$ cat src/rtl/serial_sub_pkg.sv
// Shared types and sizing helpers for the bit-serial subtractor.
package serial_sub_pkg;

   typedef enum logic [1:0] {
      IDLE = 2'd0,
      RUN  = 2'd1,
      DONE = 2'd2
   } ssub_state_e;

   // The counter only has to reach width-1, so clog2(width) bits suffice (min 1).
   function automatic int ssub_cnt_w(input int width);
      return (width <= 2) ? 1 : $clog2(width);
   endfunction

endpackage

$ cat src/rtl/full_subtractor.sv
// Single-bit full subtractor: d = a - b - bin, with borrow out.
module full_subtractor (
   input  logic a,
   input  logic b,
   input  logic bin,
   output logic d,
   output logic bout
);

   assign d    = a ^ b ^ bin;
   assign bout = (~a & b) | (~(a ^ b) & bin);

endmodule

$ cat src/rtl/serial_subtractor.sv
// Bit-serial subtractor: computes a - b - bin LSB-first through one full-subtractor
// cell, with valid/ready handshakes on the operand and result sides.
module serial_subtractor
   import serial_sub_pkg::*;
#(
   parameter int WIDTH = 8
) (
   input  logic             clk,
   input  logic             rst,
   input  logic             in_valid,
   output logic             in_ready,
   input  logic [WIDTH-1:0] a,
   input  logic [WIDTH-1:0] b,
   input  logic             bin,
   output logic             out_valid,
   input  logic             out_ready,
   output logic [WIDTH-1:0] diff,
   output logic             bout,
   output logic             ovf,
   output logic             busy
);

   localparam int CNT_W = ssub_cnt_w(WIDTH);
   localparam logic [CNT_W-1:0] LAST_BIT = CNT_W'(WIDTH - 1);

   ssub_state_e      state_q, state_d;
   logic [WIDTH-1:0] a_q, a_d;
   logic [WIDTH-1:0] b_q, b_d;
   logic [WIDTH-1:0] diff_q, diff_d;
   logic [CNT_W-1:0] cnt_q, cnt_d;
   logic             br_q, br_d;
   logic             bout_q, bout_d;
   logic             ovf_q, ovf_d;
   logic             cell_d, cell_bout;
   logic             last_bit;

   full_subtractor u_cell (
      .a    (a_q[0]),
      .b    (b_q[0]),
      .bin  (br_q),
      .d    (cell_d),
      .bout (cell_bout)
   );

   assign last_bit = (cnt_q == LAST_BIT);

   always_ff @(posedge clk) begin
      if (rst) begin
         state_q <= IDLE;
         a_q     <= '0;
         b_q     <= '0;
         diff_q  <= '0;
         cnt_q   <= '0;
         br_q    <= 1'b0;
         bout_q  <= 1'b0;
         ovf_q   <= 1'b0;
      end else begin
         state_q <= state_d;
         a_q     <= a_d;
         b_q     <= b_d;
         diff_q  <= diff_d;
         cnt_q   <= cnt_d;
         br_q    <= br_d;
         bout_q  <= bout_d;
         ovf_q   <= ovf_d;
      end
   end

   always_comb begin
      state_d = state_q;
      unique case (state_q)
         IDLE:    if (in_valid) state_d = RUN;
         RUN:     if (last_bit) state_d = DONE;
         DONE:    if (out_ready) state_d = IDLE;
         default: state_d = IDLE;
      endcase
   end

   // In RUN a_q[0]/b_q[0] hold the current bit; on the last bit they are the sign bits.
   always_comb begin
      a_d    = a_q;
      b_d    = b_q;
      diff_d = diff_q;
      cnt_d  = cnt_q;
      br_d   = br_q;
      bout_d = bout_q;
      ovf_d  = ovf_q;
      if (state_q == IDLE && in_valid) begin
         a_d   = a;
         b_d   = b;
         br_d  = bin;
         cnt_d = '0;
      end else if (state_q == RUN) begin
         a_d    = a_q >> 1;
         b_d    = b_q >> 1;
         diff_d = {cell_d, diff_q[WIDTH-1:1]};
         br_d   = cell_bout;
         cnt_d  = cnt_q + 1'b1;
         if (last_bit) begin
            bout_d = cell_bout;
            ovf_d  = (a_q[0] ^ b_q[0]) & (a_q[0] ^ cell_d);
         end
      end
   end

   always_comb begin
      in_ready  = 1'b0;
      busy      = 1'b0;
      out_valid = 1'b0;
      unique case (state_q)
         IDLE:    in_ready  = 1'b1;
         RUN:     busy      = 1'b1;
         DONE:    out_valid = 1'b1;
         default: in_ready  = 1'b0;
      endcase
   end

   assign diff = diff_q;
   assign bout = bout_q;
   assign ovf  = ovf_q;

endmodule
$ cat config.mk
export PLATFORM = sky130hd
export DESIGN_NAME = serial_subtractor
export DESIGN_NICKNAME = d
export VERILOG_FILES = /design/src/rtl/serial_sub_pkg.sv /design/src/rtl/full_subtractor.sv /design/src/rtl/serial_subtractor.sv
export SDC_FILE = /design/constraint.sdc
export NUM_CORES = 1
export LEC_CHECK = 0
export ABC_AREA = 1
export BUFFER_PORTS_ARGS = -buffer_cell sky130_fd_sc_hd__buf_2
export CAP_MARGIN = 20
export CORE_MARGIN = 4
export CORE_UTILIZATION = 57
export CTS_CLUSTER_SIZE = 8
export DETAILED_ROUTE_END_ITERATION = 10
export GPL_TIMING_DRIVEN = 0
export PLACE_DENSITY = 0.87
export SLEW_MARGIN = 20
export SYNTH_ARGS = -nofsm -noshare
export SYNTH_HDL_FRONTEND = slang
export SYNTH_SLANG_ARGS = --single-unit
$ cat constraint.sdc
create_clock -name clk -period 2.5 [get_ports clk]
set_clock_uncertainty 0.05 [all_clocks]
set_input_delay 0 -clock clk [delete_from_list [all_inputs] [get_ports clk]]
set_output_delay 0 -clock clk [all_outputs]
set_load 0.01 [all_outputs]
==> reports/qor.yml <==
setup_path:
  reg2reg_from: "a_q[0]"
  crit_fanout: 10
  start_kind: "flip-flop"
  r2r_slack_ns: 1.11
  worstRegToRegCells: 8
  critPathArrivalTime_ns: 1.40
  reg2reg_to: "ovf"
  path_class: "flip-flop to output port"
  crit_path_end_kind: "output port"
  required_ns: 2.45
  critPathCapture: "busy"
  startpoint: "state_q[0]"
sta:
  maxSlewHeadroom_pct: 59.0
  fin_crit_sh_pct: 58.2
  fin_ws_ns: 1.05
  fin_hold_ws_ns: 0.0844
  min_period_ns: 1.45
  hold_viol_final: 0
  worst_pin_slew_ns: 0.615
  fin_setup_tns_ns: 0
  max_freq_mhz: 688
  report.final.slew_viol_count: 0
  finalSetupViolCount: 0
  rsz0062_at_grt: "false"
die:
  die_h_um: 61.2
  coreArea_um2: 2730
  die_width_um: 61.2
  boundaryPins: 34
  initial_core_util_pct: 59.0
  rows: 19
  dieArea_um2: 3740
place:
  port_buffers: 32
  place_hpwl_mm: 2.37
  gp_congestion: 0.868
  place_ws_ns: 1.12
  dp_cells: 284
clocking:
  clk_pin_slew_ns: 0.09
  cts-root-buf: "clkbuf_4"
  h-tree-depth: 2
  cts.sinks: 32
  clockBufferDepth: 2
  tritoncts: "built"
  postCtsSetupRepairBufs: 0
  cts_buffers: 5
  cts_resized: 0
  clkLatencyLatePin_ns: 0.33
  holdBufCountCts: 19
layout:
  stdcell_count: 311
  nets: 304
  n_fill_cell: 210
  seqCellArea_um2: 641
  multi_input_area_um2: 793
  drive_gt1_share_pct: 26.4
  num_antenna_cells: 0
  areaGrowthSynthToFinish_pct: 27.8
pwr:
  power.internal_mw: 0.791
  ir_drop_v: 0.000450
  p_comb_share_pct: 21.3
  clkPwrFrac_pct: 27.7
  p_leak_nw: 1.02
  powerDensity_nw_per_um2: 542
  swShare_pct: 29.2
  fin_total_pwr_mw: 1.12
  p_sw_mw: 0.326
  p_seq_share_pct: 51.0
drt:
  drt_iter0_markers: 82
  firstDrtPassIters: 4
  drc: 0
  routed_via_density: 5.08
  wirelength_mm: 3.80
  wl_per_cell_um: 12.2
  ant_nets: 0
  vias: 1579
min_path:
  hold_path_class: "input port to flip-flop"
  hold_path_depth: 4
yosys:
  avgSynthCellArea_um2: 7.30
  synth.most_common_cell: "nand2_1"
  synth_top_cell_by_area: "dfxtp_1"
  yosys.area.top_type_share_pct: 39.7
  ys_ff_latch: 32
  seq_area_frac_synth_pct: 39.7
  syn_area_um2: 1610
  synth_fp_nets: 246
  ys_types: 21
  synthTopCellsByCount: "52 x nand2_1, 32 x dfxtp_1, 27 x nand3_1"
  synthArstFlopShare_pct: 0
  synthCells: 221
  synth_edf_count: 0
  ys.flop_type: "dfxtp_1"
  yosys-top-cells-area: "dfxtp_1 40%, nand2_1 12%, nand3_1 8.4%"
  synth_warnings: 0
global_routing:
  grt_pass1_vias: 1461
  grt.total_usage_pct: 23.1
  grt_pass1_wl_mm: 6.44
  antenna_found_initial: 0
  overflow: 0
  grt_max_degree: 11
run:
  maxCapViolations: 0
outcome:
  status: "completed"
==> worst min path at each step <==
stage                     startpoint     end  slack (ns)
final                       in_valid  a_q[4]        0.08
after global routing        in_valid  a_q[4]        0.12
after CTS                   in_valid  a_q[4]        0.07
after detailed placement        a[7]  a_q[7]        0.21
after global placement          a[7]  a_q[7]        0.20
after floorplan                 a[7]  a_q[7]        0.09
==> layout make-up <==
cell class	count	area share (%)
multi-input cells	153	38.5
flip-flops and latches	32	31.1
plain buffers	11	4.13
inverters	25	4.55
well taps	31	1.88
repair buffers	51	17.0
clock buffers	8	2.85
==> state kept, by name, indices dropped and copies added, names as in the netlist <==
register	flops
b_q	8
br_q	1
ovf	1
cnt_q	3
a_q	8
state_q	2
diff	8
bout	1
==> layer usage <==
| metal | up-vias | share of wire, % | routed length, um | track usage, % |
|---|---|---|---|---|
| met5 | - | 0 | 0 | 0 |
| met4 | 0 | 1.7 | 65 | 6.81 |
| met3 | 9 | 4.7 | 178 | 6.50 |
| met2 | 52 | 49 | 1860 | 37.9 |
| met1 | 712 | 45 | 1700 | 29.6 |
| li1 | 806 | - | - | - |
==> placed cells by master (no fill, tap or decap), types with 5 or more instances in the layout <==
cell,Yosys,final
a21oi_1,10,10
a21oi_2,10,10
buf_2,4,36
clkbuf_4,0,5
dfxtp_1,32,32
dlygate4sd3_1,0,19
inv_1,24,24
nand2_1,52,52
nand2_2,12,12
nand3_1,27,27
nor2_1,25,25
o21ai_0,8,8
==> metrics by stage <==
stage          cell area [um^2]  util [%]
6_report                   2060      75.4
5_1_grt                    2060      75.4
4_1_cts                    2060      75.4
3_5_place_dp               1810      66.3
3_3_place_gp               1810      66.3
2_1_floorplan              1610         -
==> power by group through the flow <==
stage / Sequential [mW] / Combinational, mW / Clock (mW)
2_1_floorplan: 0.582 / 0.149 / 0
3_3_place_gp: 0.579 / 0.206 / 0
3_5_place_dp: 0.580 / 0.211 / 0
4_1_cts: 0.569 / 0.234 / 0.309
5_1_grt: 0.574 / 0.268 / 0.335
6_report: 0.569 / 0.238 / 0.310
==> worst max-delay path, cell delays in order, from the launching register on <==
cell,delay [ns]
dfxtp_1,0.34
buf_6,0.14
inv_1,0.07
nor2_4,0.17
buf_4,0.21
buf_2,0.14
==> logic make-up after synthesis <==
kind of cell | share of synthesized area, %
compound gates | 12.0
xor+xnor | 0.543
buf+inv | 11.1
fa+ha+maj | 3.57
flops | 39.7
simple gates | 33.0
Power figures use the tool's default switching activity.
